==> src/rtl/dmem_arbiter_pkg.sv <==
// Shared types and constants for the data-memory arbiter: FSM encoding,
// requester IDs and byte-enable patterns.
package dmem_arbiter_pkg;

    typedef enum logic [1:0] {
        IDLE    = 2'd0,
        RD_WAIT = 2'd1,
        RMW     = 2'd2
    } state_t;

    typedef enum logic {
        PORT_CPU = 1'b0,
        PORT_DBG = 1'b1
    } port_t;

    localparam logic [3:0] BE_FULL = 4'b1111;
    localparam logic [3:0] BE_NONE = 4'b0000;

    // A write that touches some but not all byte lanes needs a read-modify-write.
    function automatic logic is_partial(input logic [3:0] be);
        return (be != BE_FULL) && (be != BE_NONE);
    endfunction

endpackage

==> src/rtl/dmem_arbiter_if.sv <==
// One requester's view of the data memory: req/gnt access handshake plus
// the one-cycle-later read return.
interface dmem_arbiter_if;

    // Handshake: the master raises req with we/addr/wdata/be and holds them
    // stable until the cycle gnt=1; gnt is a one-cycle accept (for writes it
    // also means done). For a read, rvalid pulses in the cycle after gnt with
    // rdata; rdata then holds until that port's next read returns.
    logic        req;
    logic        we;
    logic [31:0] addr;
    logic [31:0] wdata;
    logic [3:0]  be;
    logic        gnt;
    logic        rvalid;
    logic [31:0] rdata;

    modport master (
        output req, we, addr, wdata, be,
        input  gnt, rvalid, rdata
    );

    modport slave (
        input  req, we, addr, wdata, be,
        output gnt, rvalid, rdata
    );

endinterface

==> src/rtl/dmem_byte_merge.sv <==
// Combinational byte-lane merge: lanes with be[i]=1 take new data, the
// others keep the old word. Shared by the RMW path and sub-word stores.
module dmem_byte_merge (
    input  logic [31:0] wdata,
    input  logic [31:0] old_data,
    input  logic [3:0]  be,
    output logic [31:0] merged
);

    for (genvar i = 0; i < 4; i++) begin : g_lane
        assign merged[8*i +: 8] = be[i] ? wdata[8*i +: 8] : old_data[8*i +: 8];
    end

endmodule

==> src/rtl/dmem_arbiter.sv <==
// Round-robin arbiter sharing the single-port IP_RAM between the CPU memory
// stage and the debug/loader port; partial writes become a two-cycle RMW.
module dmem_arbiter
    import dmem_arbiter_pkg::*;
#(
    parameter int ADDR_W = 10
) (
    input  logic              clock,
    input  logic              resetn,
    dmem_arbiter_if.slave     cpu,
    dmem_arbiter_if.slave     dbg,
    output logic [ADDR_W-1:0] ram_addr,
    output logic [31:0]       ram_din,
    output logic              ram_we,
    input  logic [31:0]       ram_dout,
    output state_t            fsm_state
);

    state_t             state_q, state_d;
    port_t              last_q, last_d;
    port_t              op_port_q, op_port_d;
    logic [ADDR_W-1:0]  op_addr_q, op_addr_d;
    logic [31:0]        op_wdata_q, op_wdata_d;
    logic [3:0]         op_be_q, op_be_d;
    logic [ADDR_W-1:0]  ram_addr_q, ram_addr_c;
    logic [31:0]        ram_din_q, ram_din_c;
    logic               ram_we_c;
    logic [31:0]        cpu_rdata_q, dbg_rdata_q;

    logic               grant_c, rvalid_c;
    port_t              resp_port_c;

    port_t              win_port;
    logic               any_req;
    logic               win_we;
    logic [31:0]        win_addr;
    logic [31:0]        win_wdata;
    logic [3:0]         win_be;
    logic [31:0]        merged;

    logic               unused_addr_bits;
    assign unused_addr_bits = ^{cpu.addr[31:ADDR_W+2], cpu.addr[1:0],
                                dbg.addr[31:ADDR_W+2], dbg.addr[1:0]};

    // On contention the port that did not win last time goes first.
    assign any_req  = cpu.req | dbg.req;
    assign win_port = (cpu.req && dbg.req) ? ((last_q == PORT_CPU) ? PORT_DBG : PORT_CPU)
                    : (dbg.req ? PORT_DBG : PORT_CPU);

    assign win_we    = (win_port == PORT_DBG) ? dbg.we    : cpu.we;
    assign win_addr  = (win_port == PORT_DBG) ? dbg.addr  : cpu.addr;
    assign win_wdata = (win_port == PORT_DBG) ? dbg.wdata : cpu.wdata;
    assign win_be    = (win_port == PORT_DBG) ? dbg.be    : cpu.be;

    dmem_byte_merge u_merge (
        .wdata    (op_wdata_q),
        .old_data (ram_dout),
        .be       (op_be_q),
        .merged   (merged)
    );

    always_comb begin
        state_d     = state_q;
        last_d      = last_q;
        op_port_d   = op_port_q;
        op_addr_d   = op_addr_q;
        op_wdata_d  = op_wdata_q;
        op_be_d     = op_be_q;
        ram_addr_c  = ram_addr_q;
        ram_din_c   = ram_din_q;
        ram_we_c    = 1'b0;
        grant_c     = 1'b0;
        rvalid_c    = 1'b0;
        resp_port_c = op_port_q;

        case (state_q)
            IDLE: begin
                if (any_req) begin
                    last_d      = win_port;
                    op_port_d   = win_port;
                    op_addr_d   = win_addr[ADDR_W+1:2];
                    op_wdata_d  = win_wdata;
                    op_be_d     = win_be;
                    ram_addr_c  = win_addr[ADDR_W+1:2];
                    resp_port_c = win_port;
                    if (!win_we) begin
                        grant_c = 1'b1;
                        state_d = RD_WAIT;
                    end else if (win_be == BE_FULL) begin
                        ram_we_c  = 1'b1;
                        ram_din_c = win_wdata;
                        grant_c   = 1'b1;
                    end else if (is_partial(win_be)) begin
                        // Old word is being read now; merged and written next cycle.
                        state_d = RMW;
                    end else begin
                        grant_c = 1'b1;
                    end
                end
            end
            RD_WAIT: begin
                rvalid_c = 1'b1;
                state_d  = IDLE;
            end
            RMW: begin
                ram_addr_c = op_addr_q;
                ram_din_c  = merged;
                ram_we_c   = 1'b1;
                grant_c    = 1'b1;
                state_d    = IDLE;
            end
            default: state_d = IDLE;
        endcase
    end

    // Outputs are forced quiet while reset is held, even with a request pending.
    assign ram_we   = resetn & ram_we_c;
    assign ram_addr = resetn ? ram_addr_c : '0;
    assign ram_din  = resetn ? ram_din_c  : '0;

    assign cpu.gnt    = resetn & grant_c  & (resp_port_c == PORT_CPU);
    assign dbg.gnt    = resetn & grant_c  & (resp_port_c == PORT_DBG);
    assign cpu.rvalid = resetn & rvalid_c & (resp_port_c == PORT_CPU);
    assign dbg.rvalid = resetn & rvalid_c & (resp_port_c == PORT_DBG);
    assign cpu.rdata  = cpu.rvalid ? ram_dout : cpu_rdata_q;
    assign dbg.rdata  = dbg.rvalid ? ram_dout : dbg_rdata_q;

    assign fsm_state = state_q;

    always_ff @(posedge clock or negedge resetn) begin
        if (!resetn) begin
            state_q     <= IDLE;
            last_q      <= PORT_DBG;
            op_port_q   <= PORT_CPU;
            op_addr_q   <= '0;
            op_wdata_q  <= '0;
            op_be_q     <= '0;
            ram_addr_q  <= '0;
            ram_din_q   <= '0;
            cpu_rdata_q <= '0;
            dbg_rdata_q <= '0;
        end else begin
            state_q    <= state_d;
            last_q     <= last_d;
            op_port_q  <= op_port_d;
            op_addr_q  <= op_addr_d;
            op_wdata_q <= op_wdata_d;
            op_be_q    <= op_be_d;
            ram_addr_q <= ram_addr_c;
            ram_din_q  <= ram_din_c;
            if (cpu.rvalid) cpu_rdata_q <= ram_dout;
            if (dbg.rvalid) dbg_rdata_q <= ram_dout;
        end
    end

endmodule

==> src/flat_wrapper.sv <==
// flat-port wrapper written by rule: the top's interface ports become plain ports
module dmem_arbiter_flat import dmem_arbiter_pkg::*;
#(
    parameter int ADDR_W = 10
)
  (clock, resetn, ram_addr, ram_din, ram_we, ram_dout, fsm_state, cpu_req, cpu_we, cpu_addr, cpu_wdata, cpu_be, cpu_gnt, cpu_rvalid, cpu_rdata, dbg_req, dbg_we, dbg_addr, dbg_wdata, dbg_be, dbg_gnt, dbg_rvalid, dbg_rdata);
  dmem_arbiter_if cpu_i ();
  dmem_arbiter_if dbg_i ();
  input  logic clock;
  input  logic resetn;
  output logic [ADDR_W-1:0] ram_addr;
  output logic [31:0] ram_din;
  output logic ram_we;
  input  logic [31:0] ram_dout;
  output state_t fsm_state;
  input wire logic [$bits(cpu_i.req)-1:0] cpu_req;
  input wire logic [$bits(cpu_i.we)-1:0] cpu_we;
  input wire logic [$bits(cpu_i.addr)-1:0] cpu_addr;
  input wire logic [$bits(cpu_i.wdata)-1:0] cpu_wdata;
  input wire logic [$bits(cpu_i.be)-1:0] cpu_be;
  output wire logic [$bits(cpu_i.gnt)-1:0] cpu_gnt;
  output wire logic [$bits(cpu_i.rvalid)-1:0] cpu_rvalid;
  output wire logic [$bits(cpu_i.rdata)-1:0] cpu_rdata;
  input wire logic [$bits(dbg_i.req)-1:0] dbg_req;
  input wire logic [$bits(dbg_i.we)-1:0] dbg_we;
  input wire logic [$bits(dbg_i.addr)-1:0] dbg_addr;
  input wire logic [$bits(dbg_i.wdata)-1:0] dbg_wdata;
  input wire logic [$bits(dbg_i.be)-1:0] dbg_be;
  output wire logic [$bits(dbg_i.gnt)-1:0] dbg_gnt;
  output wire logic [$bits(dbg_i.rvalid)-1:0] dbg_rvalid;
  output wire logic [$bits(dbg_i.rdata)-1:0] dbg_rdata;
  assign cpu_i.req = cpu_req;
  assign cpu_i.we = cpu_we;
  assign cpu_i.addr = cpu_addr;
  assign cpu_i.wdata = cpu_wdata;
  assign cpu_i.be = cpu_be;
  assign cpu_gnt = cpu_i.gnt;
  assign cpu_rvalid = cpu_i.rvalid;
  assign cpu_rdata = cpu_i.rdata;
  assign dbg_i.req = dbg_req;
  assign dbg_i.we = dbg_we;
  assign dbg_i.addr = dbg_addr;
  assign dbg_i.wdata = dbg_wdata;
  assign dbg_i.be = dbg_be;
  assign dbg_gnt = dbg_i.gnt;
  assign dbg_rvalid = dbg_i.rvalid;
  assign dbg_rdata = dbg_i.rdata;
  dmem_arbiter #(.ADDR_W(ADDR_W)) u_core (.clock(clock), .resetn(resetn), .cpu(cpu_i), .dbg(dbg_i), .ram_addr(ram_addr), .ram_din(ram_din), .ram_we(ram_we), .ram_dout(ram_dout), .fsm_state(fsm_state));
endmodule
==> config.mk <==
export PLATFORM = sky130hd
export DESIGN_NAME = dmem_arbiter_flat
export DESIGN_NICKNAME = d
export VERILOG_FILES = /design/src/rtl/dmem_arbiter_pkg.sv /design/src/rtl/dmem_arbiter_if.sv /design/src/rtl/dmem_byte_merge.sv /design/src/rtl/dmem_arbiter.sv /design/src/flat_wrapper.sv
export SDC_FILE = /design/constraint.sdc
export NUM_CORES = 1
export LEC_CHECK = 0
export ABC_AREA = 1
export BUFFER_PORTS_ARGS = -buffer_cell sky130_fd_sc_hd__buf_2
export CELL_PAD_IN_SITES_DETAIL_PLACEMENT = 1
export CELL_PAD_IN_SITES_GLOBAL_PLACEMENT = 1
export CORE_ASPECT_RATIO = 1.2
export CORE_MARGIN = 5
export CORE_UTILIZATION = 37
export CTS_CLUSTER_DIAMETER = 200
export DETAILED_ROUTE_END_ITERATION = 7
export GPL_ROUTABILITY_DRIVEN = 0
export HOLD_SLACK_MARGIN = 0.06
export PLACE_DENSITY_LB_ADDON = 0.1
export SYNTH_ARGS = -nofsm -noshare
export SYNTH_HDL_FRONTEND = slang
export SYNTH_HIERARCHICAL = 1
export SYNTH_SLANG_ARGS = --single-unit
==> constraint.sdc <==
create_clock -name clock -period 2.99 [get_ports clock]
set_input_delay 0.897 -clock clock [delete_from_list [all_inputs] [get_ports clock]]
set_output_delay 0.897 -clock clock [all_outputs]
set_load 0.05 [all_outputs]
======== Word level (Yosys, flattened, before mapping) ========
Cells that the tools add are included.
word-level totals
  output and inout bits ................... 113
  memory bits (read-only) ................. 0
  input bits .............................. 174
  register bits after elaboration ......... 156
  memories kept ........................... 0
  bits in writable memories ............... 0
  latch bits .............................. 0
  word-level logic and storage cells ...... 70
operators by class
  bitwise logic cells ..................... 9
  equality and inequality tests ........... 7
  reductions and logical operators ........ 6
  $mul .................................... 0
  mux-type cells .......................... 38
  shift-type cells ........................ 0
  add/sub/neg operators ................... 0
  magnitude comparators ................... 0
  divide/modulo/power cells ............... 0
operators with widths
  kind                count
  $mux 32             7
  $pmux 32 s2         1
  $mux 8              4
  $mux 10             2
  $pmux 10 s2         1
  $mux 1              14
  $mux 12             1
  $mux 2              5
  $and 1x1->1         7
  $ne 3x3->1 const B  2
  $eq 4x4->1 const B  1
  $mux 4              1
  $ne 4x4->1 const B  1
  $pmux 1 s2          2
  $reduce_bool 4->1   1
  $reduce_and 3->1    1
  $eq 2x1->1 const B  1
  $eq 2x2->1 const B  1
  $logic_and 1x1->1   2
  $logic_not 2->1     1
  $ne 2x1->1 const B  1
  $reduce_and 2->1    1
  $not 1->1           1
  $or 1x1->1          1

======== Logic depth before layout (Yosys ltp) ========
  depth after elaboration ................. 12
  gate-level depth with buffers ........... 13
  mapped depth without buffers ............ 12

======== Modules after synthesis ========
The synthesis kept the hierarchy.
by module, submodules not included
  module           instances  area an instance (um2)  seq. area each (um2)  cells each
  dmem_arbiter     1          8074.0                  3905.0                955
  dmem_byte_merge  1          420.4                   0.0                   104

======== Worst setup path before layout ========
No wires, ideal clock.
  kind .................................... input-to-output
  start point ............................. input dbg_req
  end point ............................... output ram_we
  path slack .............................. -781 ps
  path buffers ............................ 3
  required time ........................... 2093 ps
  stages on the path ...................... 9
  arrival ................................. 2874 ps
  cell sequence ........................... buf_6 > nand2_4 > buf_6 > nand2_4 > nand2_4 > nor2_4 > nand3_4 > buf_6 > a211oi_1
between the ends
  cells in the longest elaborated chain, start to end .. 9
  elaborated cells between the ends (all ways) .. 12
  those cells by class .................... eq/ne (1); mux (8); bitwise (2); reduce/logical (1)
ends and longest elaborated chain
  element                                             line                                    text
  start: declaration                                  flat_wrapper.sv:24                      input wire logic [$bits(dbg_i.req)-1:0] dbg_req;
  $mux 1 / $logic_and 1x1->1 (equally long branches)  dmem_arbiter.sv:48, dmem_arbiter.sv:47
  $mux 1                                              dmem_arbiter.sv:47                      assign win_port = (cpu.req && dbg.req) ? ((last_q == PORT_CPU) ? PORT_DBG : PORT_CPU)
  $mux 4                                              dmem_arbiter.sv:53                      assign win_be = (win_port == PORT_DBG) ? dbg.be : cpu.be;
  $eq 4x4->1                                          dmem_arbiter.sv:89                      end else if (win_be == BE_FULL) begin
  $mux 1                                              dmem_arbiter.sv:89
  $mux 1                                              dmem_arbiter.sv:86                      if (!win_we) begin
  $mux 1 *                                            dmem_arbiter.sv:78                      if (any_req) begin
  $pmux 1 s2 *                                        dmem_arbiter.sv:76                      case (state_q)
  $and 1x1->1 *                                       dmem_arbiter.sv:117                     assign ram_we = resetn & ram_we_c;
  end: declaration                                    flat_wrapper.sv:13                      output logic ram_we;
Every way passes the cells marked *; elsewhere a longest branch is shown, timed or not.

======== Final worst setup path ========
  start point ............................. register u_core.last_q
  end point ............................... output dbg_gnt
between the ends
  cells in the longest elaborated chain, start to end .. 12
  elaborated cells between the ends (all ways) .. 17
  those cells by class .................... eq/ne (2); mux (11); bitwise (2); reduce/logical (2)
ends and longest elaborated chain
  element                                                 line                    text
  start: declaration                                      dmem_arbiter.sv:20      port_t last_q, last_d;
  start signal: assignment                                dmem_arbiter.sv:144     last_q <= last_d;
  $mux 1 * (2 in series)                                  dmem_arbiter.sv:47
  $mux 4                                                  dmem_arbiter.sv:53
  $ne 4x4->1 / $reduce_bool 4->1 (equally long branches)  dmem_arbiter_pkg.sv:21  return (be != BE_FULL) && (be != BE_NONE);
  $logic_and 1x1->1                                       dmem_arbiter_pkg.sv:21
  $mux 1                                                  dmem_arbiter.sv:93      end else if (is_partial(win_be)) begin
  $mux 1                                                  dmem_arbiter.sv:89
  $mux 1                                                  dmem_arbiter.sv:86
  $mux 1                                                  dmem_arbiter.sv:78
  $pmux 1 s2                                              dmem_arbiter.sv:76
  $and 1x1->1                                             dmem_arbiter.sv:122     assign dbg.gnt = resetn & grant_c & (resp_port_c == PORT_DBG);
  $and 1x1->1 *                                           dmem_arbiter.sv:122
  end: declaration                                        flat_wrapper.sv:29      output wire logic [$bits(dbg_i.gnt)-1:0] dbg_gnt;
Marks and branches as above.

==> flow_metrics.env <==
export IMPL_ys_top_cells_by_count="sky130_fd_sc_hd__nand2_1 (344), sky130_fd_sc_hd__dfrtp_1 (155), sky130_fd_sc_hd__o21ai_0 (109)"
export IMPL_crit_path_buf_inv_count=4
export IMPL_hold_class="register to register"
export IMPL_rrSetupSlack_ns=0.83
export IMPL_cts_sink_count=156
export IMPL_power_total_w=0.0153
export IMPL_crit_path_max_fanout=7
export IMPL_ys_seq_elements=156
export IMPL_min_period_ns=3.41
export IMPL_critical_path_reg2reg_endpoint="u_core/cpu_rdata_q[3]"
export IMPL_clkPwrFrac=0.143
export IMPL_worstRegToRegCells=14
export IMPL_clock_tree_root_cell="sky130_fd_sc_hd__clkbuf_16"
export IMPL_final_hold_violation_count=0
export IMPL_worst_path_stages=15
export IMPL_clock_input_transition_at_the_sequential_cells_of_the_worst_setup_and_hold_paths_ns=0.07
export IMPL_dpl_hpwl_mm=22.0
export IMPL_synthMostInstantiatedCell="sky130_fd_sc_hd__nand2_1"
export IMPL_yosys_warnings=6
export IMPL_standard_cell_rows=60
export IMPL_drt_first_pass_iters=4
export IMPL_pwr_density_cell_nw_per_um2=1060
export IMPL_critical_path_startpoint="u_core/last_q"
export IMPL_cts_inserted_buffers=17
export IMPL_port_buffers=242
export IMPL_crit_path_end_kind="output port"
export IMPL_required_ns=2.09
export IMPL_setup_viol=111
export IMPL_worstReg2RegStart="u_core/last_q"
export IMPL_via_count_normalized_by_instance_count=5.18
export IMPL_first_global_vias=9440
export IMPL_wire_per_inst_um=21.2
export IMPL_timing_critical_path_to="dbg_gnt"
export IMPL_power_sequential_fraction=0.238
export IMPL_cts_hold_repair_buffers=0
export IMPL_wire_length_of_the_first_global_routing_pass_mm=52.1
export IMPL_cts_htree_levels=4
export IMPL_tritoncts_clock_tree="built"
export IMPL_power_share_switching=0.485
export IMPL_antenna_found_initial=3
export IMPL_initial_utilization=0.377
export IMPL_gr_total_overflow=0
export IMPL_routed_wl_mm=36.3
export IMPL_final_max_slew_viol_count=0
export IMPL_synth_cell_area_sq_um=8490
export IMPL_floorplan_die_area_sq_um=26100
export IMPL_nets=1589
export IMPL_syn_nets=1233
export IMPL_die_height_um=176
export IMPL_run_status="finished with violations"
export IMPL_synth_top_area_cell="sky130_fd_sc_hd__dfrtp_1"
export IMPL_worst_path_largest_cell_delay_ns=0.60
export IMPL_drt_antenna_violating_nets=0
export IMPL_post_place_cells=1619
export IMPL_leading_cell_types_by_total_area_after_synthesis="sky130_fd_sc_hd__dfrtp_1 (46%), sky130_fd_sc_hd__nand2_1 (15%), sky130_fd_sc_hd__o21ai_0 (6.4%)"
export IMPL_boundaryPins=287
export IMPL_slowest_cell_on_crit_path="sky130_fd_sc_hd__dfstp_2"
export IMPL_synth_edff_count=0
export IMPL_cell_chain_critical_path="nand2_8, nand2_8, buf_6, nand2_1, nand2_1, nand2_2, nor2_4, buf_12, inv_2, nand2_2, nand2_2, nand2_2, nand2_4, nor2_4, buf_12"
export IMPL_remaining_drc_errors=0
export IMPL_postSynthCellCount=1059
export IMPL_timing_critical_path_from_type="register"
export IMPL_grt_use_total=0.253
export IMPL_route_vias_total=8840
export IMPL_yosysUniqueCellTypes=32
export IMPL_synthArstFlopShare=1.00
export IMPL_final_layout_size_suffix_gt1_frac=0.520
export IMPL_syn_to_final_growth_pct=69.0
export IMPL_vdd_ir_max_uv=766
export IMPL_max_cap_violations=0
export IMPL_stdcell_count=1708
export IMPL_grt_setup_unrepaired="true"
export IMPL_worst_path_most_repeated_cell="sky130_fd_sc_hd__nand2_2"
export IMPL_synth_top_area_share=0.457
export IMPL_worst_slew_pin_slew_ns=0.907
export IMPL_pin_count_of_the_biggest_net_entering_global_routing=84
export IMPL_synth_seq_area_share=0.460
export IMPL_internal_power_w=0.00786
export IMPL_cts_root_to_sink_buffers=2
export IMPL_design_core_area_sq_um=22500
export IMPL_violations="negative setup slack"
export IMPL_postLayoutCoreUtil=0.638
export IMPL_startpoint_of_the_worst_hold_path="u_core/op_addr_q[8]"
export IMPL_dr_first_iter_drc_count=450
export IMPL_timing_max_slew_rel_slack=0.395
export IMPL_combinationalPowerShare=0.619
export IMPL_clock_insertion_delay_worst_skew_ns=0.43
export IMPL_chipWidth_um=148
export IMPL_timing_worst_setup_path_type="register to output port"
export IMPL_static_leakage_power_nw=6.79
export IMPL_yosys_most_used_dff="sky130_fd_sc_hd__dfrtp_1"
export IMPL_switchingPower_w=0.00740
export IMPL_max_freq_mhz=294
export IMPL_critPathArrivalTime_ns=2.51
export IMPL_finalWorstSetupSlack_ns=-0.415
export IMPL_synth_area_per_cell_sq_um=8.02
export IMPL_worst_path_dominant_cell_family="simple AND/OR/NAND/NOR gates"
export IMPL_post_route_period_util=1.14
export IMPL_fin_skew_ns=0.0108
[state kept, by name, summed over array words and instances (netlist names)]
signal,count
u_core/cpu_rdata_q,32
u_core/dbg_rdata_q,32
u_core/fsm_state,2
u_core/last_q,1
u_core/op_addr_q,10
u_core/op_be_q,4
u_core/op_port_q,1
u_core/op_wdata_q,32
u_core/ram_addr_q,10
u_core/ram_din_q,32
[through the flow]
stage	setup slack (ns)	instance area [sq um]	hold slack (ns)	setup TNS (ns)
global route	-0.514	14400	0.499	-45.07
floorplan	-0.115	9700	0.450	-5.70
detailed placement	-0.517	11900	0.467	-43.31
finish	-0.415	14400	0.487	-36.05
global placement	-0.442	11900	0.461	-38.23
CTS	-0.336	13600	0.488	-26.08
[repair_timing]
action	in CTS	in global routing
setup buffers	19	28
gates cloned	4	6
gates resized for setup	292	120
endpoints found under the setup margin	111	111
pin swaps	22	58
[worst min-delay path by stage]
stage	endpoint	slack [ns]	cells after the start
floorplan	u_core/op_addr_q[0]	0.45	2
global placement	u_core/op_addr_q[4]	0.46	2
detailed placement	u_core/op_addr_q[8]	0.47	2
CTS	u_core/op_addr_q[8]	0.49	2
global route	u_core/op_wdata_q[19]	0.50	2
finish	u_core/op_addr_q[8]	0.49	2
[power groups by stage]
| stage | sequential (W) | combinational [W] | clock, W |
|---|---|---|---|
| 4_1_cts | 0.00358 | 0.00887 | 0.00221 |
| 5_1_grt | 0.00373 | 0.00999 | 0.00232 |
| 3_5_place_dp | 0.00356 | 0.00771 | 0 |
| 3_3_place_gp | 0.00351 | 0.00754 | 0 |
| 6_report | 0.00363 | 0.00945 | 0.00218 |
| 2_1_floorplan | 0.00342 | 0.00584 | 0 |
[layer usage]
metal,track usage,up-vias,share of wire
met5,0,-,0.00039
met4,0.0728,4,0.020
met3,0.0508,51,0.045
met2,0.461,230,0.54
met1,0.302,4463,0.39
li1,-,4092,-
[cells by family (layout without fill, tap and decap cells)]
logic type | count (synthesis) | in the layout | share of synthesized area
simple gates | 496 | 498 | 0.270
compound gates | 228 | 228 | 0.166
other cells | 0 | 1 | 0
flops | 156 | 156 | 0.460
buf+inv | 179 | 546 | 0.104
[layout make-up]
| type | count | area [sq um] |
|---|---|---|
| diodes | 1 | 2.50 |
| clock buffers | 19 | 443 |
| clock inverters | 13 | 131 |
| fillers | 2520 | 8160 |
| inverters | 118 | 453 |
| multi-input cells | 726 | 5380 |
| flip-flops and latches | 156 | 3910 |
| well taps | 279 | 349 |
| repair buffers | 396 | 3690 |
[worst register-to-register path, cell delays in order (launching register included)]
cell                      delay, ns
sky130_fd_sc_hd__dfstp_2       0.60
sky130_fd_sc_hd__nand2_8       0.10
sky130_fd_sc_hd__nand2_8       0.13
sky130_fd_sc_hd__inv_8         0.06
sky130_fd_sc_hd__nand2_4       0.07
sky130_fd_sc_hd__o21ai_4       0.07
sky130_fd_sc_hd__inv_2         0.10
sky130_fd_sc_hd__nand4_4       0.13
sky130_fd_sc_hd__buf_12        0.17
sky130_fd_sc_hd__buf_12        0.14
sky130_fd_sc_hd__buf_6         0.13
sky130_fd_sc_hd__nand2_4       0.05
sky130_fd_sc_hd__o21ai_4       0.06
sky130_fd_sc_hd__buf_4         0.13
sky130_fd_sc_hd__buf_4         0.12
[layout by cell type (no fill, tap or decap), types with 3 or more instances in the layout]
cell	instances
sky130_fd_sc_hd__a21oi_4	32
sky130_fd_sc_hd__a31oi_4	10
sky130_fd_sc_hd__buf_12	33
sky130_fd_sc_hd__buf_2	129
sky130_fd_sc_hd__buf_4	98
sky130_fd_sc_hd__buf_6	112
sky130_fd_sc_hd__buf_8	16
sky130_fd_sc_hd__clkbuf_16	21
sky130_fd_sc_hd__clkbuf_4	3
sky130_fd_sc_hd__clkinv_4	3
sky130_fd_sc_hd__dfrtp_1	155
sky130_fd_sc_hd__inv_1	107
sky130_fd_sc_hd__inv_2	9
sky130_fd_sc_hd__inv_6	5
sky130_fd_sc_hd__nand2_1	276
sky130_fd_sc_hd__nand2_2	75
sky130_fd_sc_hd__nand2_4	12
sky130_fd_sc_hd__nand2_8	4
sky130_fd_sc_hd__nand3_1	20
sky130_fd_sc_hd__nand3_2	49
sky130_fd_sc_hd__nand3_4	11
sky130_fd_sc_hd__nand3b_1	5
sky130_fd_sc_hd__nor2_4	8
sky130_fd_sc_hd__o21ai_0	97
sky130_fd_sc_hd__o21ai_1	4
sky130_fd_sc_hd__o21ai_2	8
sky130_fd_sc_hd__o21ai_4	66
sky130_fd_sc_hd__o21bai_1	8
sky130_fd_sc_hd__or2_1	9
sky130_fd_sc_hd__or2_2	22
Power figures use the tool's default switching activity.
